<file path="src/rtl/if_fetch_stage.sv">
// Instruction fetch stage: PC register, combinational imem address and the IF/ID pipeline register.
// Optional performance counters are enabled by defining IF_FETCH_PERF_CNT_EN.
module if_fetch_stage #(
  parameter logic [31:0] RESET_PC = 32'h0000_0000,
  parameter logic [31:0] NOP_WORD = 32'h0000_0000
) (
  input  logic        Clock,
  input  logic        Reset,
  input  logic        stall,
  input  logic        flush,
  input  logic        redirect_valid,
  input  logic [31:0] redirect_pc,
  output logic [31:0] imem_addr,
  input  logic [31:0] imem_rdata,
  output logic        ifid_valid,
  output logic [31:0] ifid_instr,
  output logic [31:0] ifid_pc,
`ifdef IF_FETCH_PERF_CNT_EN
  output logic [31:0] fetch_cnt,
  output logic [31:0] stall_cnt,
  output logic [31:0] flush_cnt,
`endif
  output logic [31:0] ifid_pc_plus4
);

  logic [31:0] pc_q, pc_d;
  logic [31:0] pc_plus4_s;
  logic        ifid_valid_q, ifid_valid_d;
  logic [31:0] ifid_instr_q, ifid_instr_d;
  logic [31:0] ifid_pc_q, ifid_pc_d;
  logic [31:0] ifid_pc_plus4_q, ifid_pc_plus4_d;
  logic        load_s;
  logic        unused_redirect_lsb_s;

  // Redirect targets are word aligned; the low address bits are dropped.
  assign unused_redirect_lsb_s = ^redirect_pc[1:0];

  // Wraps modulo 2^32 naturally.
  assign pc_plus4_s = pc_q + 32'd4;
  assign load_s     = (!flush) && (!stall);
  assign imem_addr  = pc_q;

  // PC next-state: redirect beats stall.
  always_comb begin
    pc_d = pc_q;
    if (redirect_valid) begin
      pc_d = {redirect_pc[31:2], 2'b00};
    end else if (stall) begin
      pc_d = pc_q;
    end else begin
      pc_d = pc_plus4_s;
    end
  end

  // IF/ID next-state: flush beats stall.
  always_comb begin
    ifid_valid_d    = ifid_valid_q;
    ifid_instr_d    = ifid_instr_q;
    ifid_pc_d       = ifid_pc_q;
    ifid_pc_plus4_d = ifid_pc_plus4_q;
    if (flush) begin
      ifid_valid_d    = 1'b0;
      ifid_instr_d    = NOP_WORD;
      ifid_pc_d       = 32'h0000_0000;
      ifid_pc_plus4_d = 32'h0000_0000;
    end else if (stall) begin
      ifid_valid_d    = ifid_valid_q;
      ifid_instr_d    = ifid_instr_q;
      ifid_pc_d       = ifid_pc_q;
      ifid_pc_plus4_d = ifid_pc_plus4_q;
    end else begin
      ifid_valid_d    = 1'b1;
      ifid_instr_d    = imem_rdata;
      ifid_pc_d       = pc_q;
      ifid_pc_plus4_d = pc_plus4_s;
    end
  end

  // PC and IF/ID state registers.
  always_ff @(posedge Clock) begin
    if (Reset) begin
      pc_q            <= RESET_PC;
      ifid_valid_q    <= 1'b0;
      ifid_instr_q    <= NOP_WORD;
      ifid_pc_q       <= 32'h0000_0000;
      ifid_pc_plus4_q <= 32'h0000_0000;
    end else begin
      pc_q            <= pc_d;
      ifid_valid_q    <= ifid_valid_d;
      ifid_instr_q    <= ifid_instr_d;
      ifid_pc_q       <= ifid_pc_d;
      ifid_pc_plus4_q <= ifid_pc_plus4_d;
    end
  end

  assign ifid_valid    = ifid_valid_q;
  assign ifid_instr    = ifid_instr_q;
  assign ifid_pc       = ifid_pc_q;
  assign ifid_pc_plus4 = ifid_pc_plus4_q;

`ifdef IF_FETCH_PERF_CNT_EN
  logic [31:0] fetch_cnt_q, fetch_cnt_d;
  logic [31:0] stall_cnt_q, stall_cnt_d;
  logic [31:0] flush_cnt_q, flush_cnt_d;

  function automatic logic [31:0] sat_inc(input logic [31:0] val);
    if (val == 32'hFFFF_FFFF) begin
      sat_inc = val;
    end else begin
      sat_inc = val + 32'd1;
    end
  endfunction

  // Counter next-state; a stall masked by flush is not counted as a stall.
  always_comb begin
    fetch_cnt_d = fetch_cnt_q;
    stall_cnt_d = stall_cnt_q;
    flush_cnt_d = flush_cnt_q;
    if (load_s) begin
      fetch_cnt_d = sat_inc(fetch_cnt_q);
    end else begin
      fetch_cnt_d = fetch_cnt_q;
    end
    if (stall && !flush) begin
      stall_cnt_d = sat_inc(stall_cnt_q);
    end else begin
      stall_cnt_d = stall_cnt_q;
    end
    if (flush) begin
      flush_cnt_d = sat_inc(flush_cnt_q);
    end else begin
      flush_cnt_d = flush_cnt_q;
    end
  end

  // Counter registers.
  always_ff @(posedge Clock) begin
    if (Reset) begin
      fetch_cnt_q <= 32'h0000_0000;
      stall_cnt_q <= 32'h0000_0000;
      flush_cnt_q <= 32'h0000_0000;
    end else begin
      fetch_cnt_q <= fetch_cnt_d;
      stall_cnt_q <= stall_cnt_d;
      flush_cnt_q <= flush_cnt_d;
    end
  end

  assign fetch_cnt = fetch_cnt_q;
  assign stall_cnt = stall_cnt_q;
  assign flush_cnt = flush_cnt_q;
`else
  logic unused_load_s;
  assign unused_load_s = load_s;
`endif

endmodule
</file>
<file path="config.mk">
export PLATFORM = sky130hd
export DESIGN_NAME = if_fetch_stage
export DESIGN_NICKNAME = d
export VERILOG_FILES = /design/src/rtl/if_fetch_stage.sv
export SDC_FILE = /design/constraint.sdc
export NUM_CORES = 1
export LEC_CHECK = 0
export ABC_AREA = 1
export BUFFER_PORTS_ARGS = -buffer_cell sky130_fd_sc_hd__buf_2
export CAP_MARGIN = 20
export CORE_ASPECT_RATIO = 1.5
export CORE_MARGIN = 4
export CORE_UTILIZATION = 25
export CTS_BUF_LIST = sky130_fd_sc_hd__clkbuf_4
export DETAILED_ROUTE_END_ITERATION = 10
export HOLD_SLACK_MARGIN = 0.08
export PLACE_DENSITY = 0.51
export SLEW_MARGIN = 25
export SYNTH_ARGS = -nofsm -noshare
export SYNTH_HDL_FRONTEND = slang
export SYNTH_SLANG_ARGS = --single-unit
</file>
<file path="constraint.sdc">
create_clock -name Clock -period 4.5 [get_ports Clock]
set_clock_uncertainty 0.1 [all_clocks]
set_input_delay 0 -clock Clock [delete_from_list [all_inputs] [get_ports Clock]]
set_output_delay 0 -clock Clock [all_outputs]
set_load 0.02 [all_outputs]
</file>
Yosys cells after proc, flatten, opt, wreduce, memory -nomap -nowiden
Cells that the tools add are included.

operators by class
  $add $sub $neg = 1
  equal/unequal tests = 1
  mux-type cells = 2
  reductions and logical operators = 2

operator list
  cell                                           count
  two-way mux 32 bit                             2
  adder 32 x 3 -> 32 bit, second input constant  1
  OR reduction 2 bit                             2
  != test 2 x 1 -> 1 bit, second input constant  1

word-level totals
  flip-flop bits (word level) = 129
  input port bits = 69
  output and inout bits = 129
  logic and storage cells = 12

Depth between registers and ports, before layout
Gate-level depths: netlist of run 1.

  depth in word-level cells = 3
  depth in mapped cells = 9
  mapped depth without buffers = 9

Worst setup path after synthesis of run 1
Ideal clock, no wire load.

  path type = register -> register
  start = register pc_q[2] (netlist: imem_addr[2])
  end = register pc_q[14] (netlist: imem_addr[14])
  setup time = 0.115 ns
  data arrival time = 1.512 ns
  required time = 4.285 ns
  path slack = 2.774 ns
  cell stages (with the launch flop) = 10
  buffers on the path = 0
  period minus slack after synthesis = 1.726 ns
  cell sequence = dfxtp_1 ha_1 nand2_2 nor2_4 nand2_4 nor2_4 nand2_1 nand3_1 nor2_1 o21a_1

on the way
  cells in the longest elaborated chain, start to end = 3

RTL lines
  item                      RTL line  text
  start: declaration        26        logic [31:0] pc_q, pc_d;
  start signal: assignment  88        pc_q <= pc_d;
  adder 32 x 3 -> 32 bit    39        assign pc_plus4_s = pc_q + 32'd4;
  two-way mux 32 bit        48        end else if (stall) begin
  two-way mux 32 bit        46        if (redirect_valid) begin

No other way between the ends. The select of a mux whose other input is x is not followed.
A chain may end at the register's enable or synchronous reset.

Worst setup path in the final report of run 1
  start = input port stall
  end = register pc_q[15] (netlist: imem_addr[15])

on the way
  cells in the longest elaborated chain, start to end = 1

RTL lines
  item                              RTL line  text
  start: declaration                9         input logic stall,
  != test 2 x 1 -> 1 bit (no line)  --

No other way between the ends.

==> run_results.csv, run 1 <==
group,metric,value,unit
final_layout,fill_cells,2263,
timing,tightest_slew,1.008,ns
synthesis,yosysUniqueCellTypes,33,
detailed_routing,firstDrtPassIters,5,
critical_path,regToRegStartpoint,"imem_addr[12]",
timing,whs,0.1178,ns
timing,period_share,76.93,%
synthesis,synth.yosys.warnings,0,
pwr,p_leak,0.003930,uW
clocking,clk_pin_slew,0.12,ns
floorplanning,die_x,128.8,um
final_layout,area_growth,62.71,%
clocking,cts-resized-gates,0,
critical_path,r2r_setup_slack,1.62,ns
clocking,clkLatencyLatePin,0.57,ns
critical_path,ff2ff_path_depth,11,
synthesis,postSynthAreaPerCell,7.291,um2
detailed_routing,drt_wl_total,21950,um
floorplanning,num_rows,66,
synthesis,ys_ff_latch,123,
critical_path,worstSetupEndpointType,"register",
placed_design,io_buffers,189,
critical_path,crit_arrival,3.87,ns
final_layout,fin_util,41.18,%
synthesis,synthFlopType,"dfxtp_1",
timing,maxSlewHeadroom,32.53,%
detailed_routing,wl_per_cell,15.57,um
global_routing,grt_overflow,0,
clocking,cts-root-buf,"clkbuf_4",
pwr,vdd_drop_max,0.1682,mV
synthesis,ys_seq_area_share,44.97,%
synthesis,syn_inst,751,
clocking,cts_buffers,17,
floorplanning,ios,198,
placed_design,numPlacedInstances,1171,
timing,fmax,288.9,MHz
timing,rsz0062_at_grt,"false",
floorplanning,die_area,24380,um2
clocking,cts.sinks,123,
synthesis,synth_edf_count,0,
global_routing,antenna_found_initial,1,
detailed_routing,via_per_inst,4.489,
critical_path,cp_max_fo,51,
detailed_routing,ant_nets,0,
timing,setup_slack,1.038,ns
job,maxCapViolCount,0,
critical_path,required,4.91,ns
timing,hold_viol,0,
final_layout,layoutNonFillerInstCount,1410,
clocking,postCtsSetupRepairBufs,0,
final_layout,num-nets-final,1194,
placed_design,dp_hpwl,14000,um
worst_hold_path,holdPathStages,3,
critical_path,r2r-end,"imem_addr[15]",
outcome,status,"complete, no violations",
global_routing,grt_pass1_wl,34530,um
clocking,cts_tree,"yes",
timing,finalSetupViolCount,0,
global_routing,grt_pass1_vias,6452,
global_routing,grt_max_degree,82,
critical_path,start_kind,"input pin",
timing,period_minus_slack,3.462,ns
worst_hold_path,hp-class,"input pin to register",
floorplanning,die-height,189.3,um
global_routing,grt.total_usage,18.18,%
floorplanning,coreArea,21640,um2
critical_path,critPathLaunch,"stall",
floorplanning,start_util,25.31,%
timing,tns,0,ns
pwr,p_per_area,263.7,nW/um2
clocking,clockBufferDepth,2,
synthesis,async_flop_share,0,%
worst_hold_path,worstHoldStart,"flush",
timing,drv_slew,0,
clocking,cts_max_level,4,
final_layout,drive_gt1_share,23.04,%
worst_hold_path,hold-path-endpoint,"ifid_pc_plus4[15]",
detailed_routing,drc,0,
critical_path,path_class,"input pin to register",
placed_design,dp_slack,1.925,ns
detailed_routing,vias,6329,
placed_design,gp_congestion,0.8183,
detailed_routing,drt_iter0_drc,270,
synthesis,syn_area,5475,um2
==> sequential cells by signal, summed over array words and instances (netlist names) <==
signal,count
imem_addr,30
ifid_valid,1
ifid_instr,32
ifid_pc_plus4,30
ifid_pc,30
==> synth_stat cells (6+ instances only) <==
cell type	count	area [um2]
nor2_4	10	112.6
clkbuf_1	26	97.59
a21oi_1	88	440.4
nor2_1	62	232.7
nand4_1	15	93.84
inv_1	49	183.9
buf_4	6	45.04
nand3_1	39	195.2
dfxtp_1	123	2462
nand2_1	215	807.0
a211oi_1	21	157.7
buf_1	6	22.52
o21ai_0	23	115.1
nand2_2	7	43.79
buf_2	12	60.06
==> placed cells by master, fill, tap and decap left out, drive strengths merged, types with 17 or more instances in the layout <==
master / instances
nand2: 225
dlygate4sd3: 206
buf: 193
dfxtp: 123
a21oi: 89
nor2: 78
inv: 55
nand3: 39
o21ai: 25
a211oi: 21
clkbuf: 17
==> metal layers <==
| layer | vias up | track usage [%] | share of wire (%) |
|---|---|---|---|
| met4 | 0 | 6.710 | 2.8 |
| met1 | 2933 | 20.06 | 38 |
| met2 | 176 | 32.93 | 53 |
| met3 | 39 | 4.770 | 6.2 |
| li1 | 3181 | - | - |
| met5 | - | 0 | 0 |
==> cell families after synthesis <==
logic type	count (synthesis)	share of synthesized area, %
adders and majority gates	1	0.2285
xor gates and xnor gates	8	1.965
AOI/OAI and AO/OA	151	15.56
DFF	123	44.97
other	1	0.06849
buffers and inverters	103	7.747
and+or+nand+nor	364	29.46
==> where the power goes <==
part | switching (uW) | leakage [uW] | internal [uW]
Clock | 480 | 0.000128 | 271
Sequential | 40.7 | 0.00100 | 1130
Combinational | 226 | 0.00280 | 205
==> worst max-delay path, cell delays in order <==
cell,delay [ns]
dlygate4sd3_1,0.52
buf_2,0.13
inv_4,0.18
nor2_1,0.83
inv_1,0.62
o21ai_0,0.31
nor2_1,0.06
dlygate4sd3_1,0.55
nor2_1,0.07
dlygate4sd3_1,0.56
==> cell type report <==
| cell class | count | area (um2) | share of cell area, % |
|---|---|---|---|
| timing repair buffer | 399 | 3038 | 34.10 |
| multi-input combinational | 530 | 2610 | 29.30 |
| sequential | 123 | 2462 | 27.64 |
| tap | 272 | 340.3 | 3.820 |
| inverter | 53 | 201.4 | 2.261 |
| clock buffer | 17 | 127.6 | 1.433 |
| clock inverter | 15 | 126.4 | 1.419 |
| antenna | 1 | 2.502 | 0.02809 |
==> worst max path at each step <==
stage | to | slack (ns) | cells past startpoint
2_1_floorplan | imem_addr[14] | 2.77 | 9
3_3_place_gp | imem_addr[19] | 1.95 | 7
4_1_cts | imem_addr[15] | 1.07 | 10
6_report | imem_addr[15] | 1.04 | 10
3_5_place_dp | imem_addr[23] | 1.93 | 7
5_1_grt | imem_addr[15] | 0.81 | 10
==> per-stage QoR <==
stage	instance area (um2)	power, uW
6_report	8909	2349
5_1_grt	8909	2479
4_1_cts	8906	2383
3_5_place_dp	6590	1491
3_3_place_gp	6590	1488
2_1_floorplan	5494	1369
==> repair_timing <==
item / CTS / global route
hold endpoints to repair: 96 / 0
hold buffers: 206 / 0
endpoints found under the setup margin: 0 / 0
No activity file was read; power rests on OpenSTA's default activity.
==> run 2: changes to the inputs <==
==> constraint.sdc (replaced) <==
create_clock -name Clock -period 3.5 [get_ports Clock]
set_clock_uncertainty 0.1 [all_clocks]
set_input_delay 0 -clock Clock [delete_from_list [all_inputs] [get_ports Clock]]
set_output_delay 0 -clock Clock [all_outputs]
set_load 0.02 [all_outputs]
==> run 2 against run 1 <==
Effect of this change: final area is 1.8% higher; routed wire length rose by 2.0%; core utilization rose by 0.75 points; critical path type unchanged.
==> run_results.csv, run 2 (synthesis results as in run 1) <==
group,metric,value,unit
critical_path,slowest_stage,"dlygate4sd3_1",
pwr,vdd_drop_max,0.2199,mV
final_layout,layoutNonFillerInstCount,1425,
placed_design,io_buffers,189,
timing,tightest_slew,0.8730,ns
detailed_routing,drt_wl_total,22390,um
detailed_routing,vias,6438,
clocking,cts_max_level,4,
critical_path,path_class,"input pin to register",
floorplanning,num_rows,66,
worst_hold_path,hp-class,"input pin to register",
global_routing,grt.total_usage,18.34,%
critical_path,cp_max_fo,50,
final_layout,fin_util,41.93,%
detailed_routing,drt_iter0_drc,203,
critical_path,path_cells,"dlygate4sd3_1, buf_2, inv_4, nor2_2, inv_1, o21ai_0, nor2_1, dlygate4sd3_1, nor2_1, dlygate4sd3_1",
floorplanning,die_x,128.8,um
final_layout,layout_commonest_cell,"dlygate4sd3_1",
floorplanning,die_area,24380,um2
placed_design,gp_congestion,0.8184,
final_layout,drive_gt1_share,22.92,%
timing,drv_slew,0,
clocking,cts-root-buf,"clkbuf_4",
detailed_routing,via_per_inst,4.518,
global_routing,grt_overflow,0,
placed_design,numPlacedInstances,1172,
global_routing,grt_pass1_wl,34970,um
pwr,p_leak,0.003991,uW
critical_path,start_kind,"input pin",
critical_path,cp_top_family,"buffers and inverters",
final_layout,area_growth,65.68,%
timing,tns,0,ns
clocking,cts.sinks,123,
clocking,cts_tree,"yes",
floorplanning,die-height,189.3,um
critical_path,crit_arrival,3.44,ns
detailed_routing,wl_per_cell,15.72,um
critical_path,slowest_delay,0.56,ns
timing,period_share,86.52,%
timing,period_minus_slack,3.028,ns
final_layout,num-nets-final,1209,
critical_path,crit_buf_inv,6,
outcome,status,"complete, no violations",
global_routing,grt_max_degree,83,
final_layout,largest_reg_flops,32,
placed_design,dp_hpwl,13980,um
floorplanning,start_util,25.31,%
clocking,cts_buffers,17,
detailed_routing,drc,0,
final_layout,mostFrequentLayoutCells,"dlygate4sd3_1 (220), nand2_1 (215), buf_2 (189)",
pwr,p_per_area,334.8,nW/um2
timing,maxSlewHeadroom,41.80,%
critical_path,required,3.91,ns
floorplanning,ios,198,
floorplanning,coreArea,21640,um2
critical_path,cp_common_cell,"dlygate4sd3_1",
detailed_routing,firstDrtPassIters,5,
final_layout,fill_cells,2270,
critical_path,worstSetupEndpointType,"register",
timing,fmax,330.2,MHz
timing,hold_viol,0,
global_routing,grt_pass1_vias,6550,
clocking,clk_pin_slew,0.12,ns
clocking,clkLatencyLatePin,0.57,ns
clocking,clockBufferDepth,2,
timing,finalSetupViolCount,0,
job,maxCapViolCount,0,
timing,rsz0062_at_grt,"false",
global_routing,antenna_found_initial,1,
detailed_routing,ant_nets,0,
## run 2: repair_timing
item | in CTS | in global routing
hold endpoints to repair | 119 | 0
gates resized for setup | 0 | 1
hold buffers | 220 | 0
endpoints found under the setup margin | 0 | 1
setup buffers | 0 | 0
## run 2: path summary, 6_finish.rpt
check	slack, ns	from	depth (start not counted)	end
setup / recovery	0.47	stall	10	imem_addr[15]
setup reg to reg	0.60	imem_addr[12]	11	imem_addr[15]
hold / removal	0.29	redirect_valid	5	imem_addr[7]
hold reg to reg	0.37	ifid_pc_plus4[29]	2	ifid_pc_plus4[29]
## run 2: through the flow
stage	area, um2	power (uW)	hold WS (ns)	setup WS, ns
floorplan	5494	1760	0.03334	1.774
global placement	6610	1916	0.1188	1.114
detailed placement	6610	1918	0.1336	1.078
CTS	9066	3072	0.3170	0.1552
global route	9071	3184	0.2872	0.2802
finish	9071	3037	0.2903	0.4718
## run 2: per-layer routing
metal  share of wire, %  wire [um]  GRT usage [%]
met1                 38       8456          19.76
met2                 55      12270          34.38
met3                5.6       1259          4.770
met4                1.8        410          5.538
met5                  0          0              0
## run 2: layout make-up
class	count	area (um2)	share of cell area, %
repair buffers	414	3198	35.26
multi-input cells	530	2613	28.80
flip-flops and latches	123	2462	27.14
well taps	272	340.3	3.752
inverters	53	201.4	2.221
clock buffers	17	127.6	1.407
clock inverters	15	126.4	1.393
diodes	1	2.502	0.02759
## run 2: worst reg2reg max path: stages, from the launching register on
cell	delay, ns
dfxtp_1	0.61
nand2_2	0.13
nor2_2	0.22
nand2_2	0.11
nor2_4	0.15
nand2_1	0.07
nand3_1	0.10
nor2_1	0.06
nor2_1	0.09
dlygate4sd3_1	0.55
nor2_1	0.04
dlygate4sd3_1	0.57
## run 2: power by group
part / switching, uW / leakage, uW / internal, uW
clock network: 618 / 0.000116 / 346
logic: 296 / 0.00287 / 276
registers: 52.6 / 0.00100 / 1450
total: 966 / 0.00399 / 2070
==> run 3: changes to the inputs <==
--- a/config.mk
+++ b/config.mk
@@ -12,7 +12,9 @@
 export CORE_MARGIN = 4
 export CORE_UTILIZATION = 25
 export CTS_BUF_LIST = sky130_fd_sc_hd__clkbuf_4
+export CTS_CLUSTER_SIZE = 24
 export DETAILED_ROUTE_END_ITERATION = 10
+export GPL_ROUTABILITY_DRIVEN = 0
 export HOLD_SLACK_MARGIN = 0.08
 export PLACE_DENSITY = 0.51
 export SLEW_MARGIN = 25
==> constraint.sdc (replaced) <==
create_clock -name Clock -period 2.99 [get_ports Clock]
set_clock_uncertainty 0.1 [all_clocks]
set_input_delay 0 -clock Clock [delete_from_list [all_inputs] [get_ports Clock]]
set_output_delay 0 -clock Clock [all_outputs]
set_load 0.02 [all_outputs]
==> run 3 against run 2 <==
Effect of this change: via count fell by 3.1%; die area did not move; flip-flop and latch count did not move; combinational power rose by 10%; core utilization fell by 2.0 points; count of clock-buffer cells in the layout rose by 2; register-to-register slack got worse by 0.30 ns; critical path type is now register to register; critical endpoint is now imem_addr[9]; largest power group unchanged.
==> run_results.csv, run 3 (synthesis results as in run 1) <==
group,metric,value,unit
floorplanning,ios,198,
timing,rsz0062_at_grt,"false",
final_layout,mostFrequentLayoutCells,"nand2_1 (215), buf_2 (189), dlygate4sd3_1 (175)",
clocking,clockBufferDepth,2,
outcome,status,"complete, no violations",
final_layout,final_cell_area,8636,um2
critical_path,required,3.38,ns
global_routing,grt_overflow,0,
clocking,cts_buffers,17,
pwr,p_clk_share,31.2,%
pwr,p_leak,0.003813,uW
critical_path,crit_arrival,3.07,ns
detailed_routing,drt_wl_total,21860,um
worst_hold_path,worstHoldStart,"Reset",
final_layout,num-nets-final,1166,
critical_path,cp_top_family,"buffers and inverters",
timing,period_share,89.91,%
clocking,postCtsSetupRepairBufs,0,
timing,fmax,372.0,MHz
final_layout,drive_gt1_share,23.74,%
job,maxCapViolCount,0,
critical_path,worstSetupEndpointType,"register",
placed_design,numPlacedInstances,1174,
detailed_routing,ant_nets,0,
detailed_routing,via_per_inst,4.519,
clocking,clkLatencyLatePin,0.54,ns
critical_path,crit_buf_inv,2,
worst_hold_path,hold-path-endpoint,"ifid_pc_plus4[15]",
clocking,cts-root-buf,"clkbuf_4",
detailed_routing,drt_iter0_drc,271,
floorplanning,start_util,25.31,%
timing,hold_viol,0,
global_routing,grt.total_usage,17.99,%
clocking,cts.sinks,123,
floorplanning,die_area,24380,um2
critical_path,cp_common_cell,"dlygate4sd3_1",
final_layout,layoutNonFillerInstCount,1381,
detailed_routing,drc,0,
critical_path,r2r_setup_slack,0.30,ns
critical_path,slowest_delay,0.59,ns
pwr,switchingPower,1059,uW
detailed_routing,vias,6241,
clocking,cts_max_level,4,
worst_hold_path,hp-class,"input pin to register",
floorplanning,die_x,128.8,um
pwr,power_frac_comb,18.1,%
critical_path,start_kind,"register",
global_routing,grt_max_degree,131,
final_layout,layout_commonest_cell,"nand2_1",
timing,tns,0,ns
pwr,p_int,2406,uW
clocking,clk_pin_slew,0.11,ns
timing,maxSlewHeadroom,34.63,%
critical_path,ff2ff_path_depth,8,
pwr,switching_share,30.58,%
critical_path,slowest_stage,"dlygate4sd3_1",
pwr,p_per_area,401.2,nW/um2
critical_path,r2r-end,"imem_addr[9]",
floorplanning,coreArea,21640,um2
placed_design,io_buffers,189,
timing,tightest_slew,0.9774,ns
floorplanning,die-height,189.3,um
global_routing,grt_pass1_vias,6291,
critical_path,critPathLaunch,"imem_addr[7]",
floorplanning,num_rows,66,
timing,finalSetupViolCount,0,
detailed_routing,firstDrtPassIters,5,
pwr,totalPowerFinal,3465,uW
critical_path,cp_max_fo,7,
placed_design,place_area,6638,um2
pwr,power_frac_seq,50.7,%
timing,drv_slew,0,
critical_path,path_cells,"nand2_1, nor2_2, nand2_4, xor2_1, a31oi_1, dlygate4sd3_1, nor2_1, dlygate4sd3_1",
timing,period_minus_slack,2.688,ns
global_routing,grt_pass1_wl,33980,um
detailed_routing,wl_per_cell,15.83,um
global_routing,antenna_found_initial,1,
critical_path,path_class,"register to register",
placed_design,dp_hpwl,14240,um
worst_hold_path,holdPathStages,4,
final_layout,area_growth,57.72,%
clocking,cts_tree,"yes",
final_layout,largest_reg_flops,32,
critical_path,regToRegStartpoint,"imem_addr[7]",
pwr,vdd_drop_max,0.2054,mV
[run 3: power groups by stage]
stage	Combinational (uW)	Clock (uW)	Sequential (uW)
final	628	1080	1760
after global routing	688	1200	1770
after CTS	626	1140	1760
after detailed placement	454	0	1790
after global placement	452	0	1790
after floorplan	211	0	1850
[run 3: metrics by stage]
stage,utilization [%],hold WS (ns),worst slack [ns]
global placement,30.68,0.1195,1.203
floorplan,-,0.03334,1.264
global route,39.91,0.1882,0.1234
finish,39.91,0.1955,0.3018
detailed placement,30.68,0.1382,1.143
CTS,39.90,0.1479,0.3330
[run 3: worst max-delay path by stage]
| stage | cells after the start | endpoint |
|---|---|---|
| floorplan | 9 | imem_addr[14] |
| global route | 8 | imem_addr[9] |
| finish | 8 | imem_addr[9] |
| global placement | 8 | imem_addr[12] |
| detailed placement | 8 | imem_addr[12] |
| CTS | 8 | imem_addr[9] |
[run 3: per-layer routing]
metal,global-route usage [%],routed length (um)
met1,18.99,8272
met5,0,0
met2,34.19,12040
met3,5.080,1203
met4,4.810,344
[run 3: layout make-up]
cell class                 instances  area, um2
sequential                       123       2462
timing repair buffer             371       2775
inverter                          53      201.4
tap                              272      340.3
multi-input combinational        530       2610
antenna                            1      2.502
clock buffer                      19      142.6
clock inverter                    12      101.3
fill                            2298      13000
[run 3: what timing repair did]
item	4_1_cts	5_1_grt
gates resized for setup	0	0
hold buffers	175	0
endpoints found under the hold margin	123	0
[run 3: tightest hold or removal path, stage by stage]
cell	delay, ns
buf_2	0.09
or2_4	0.33
buf_12	0.30
a21oi_1	0.06
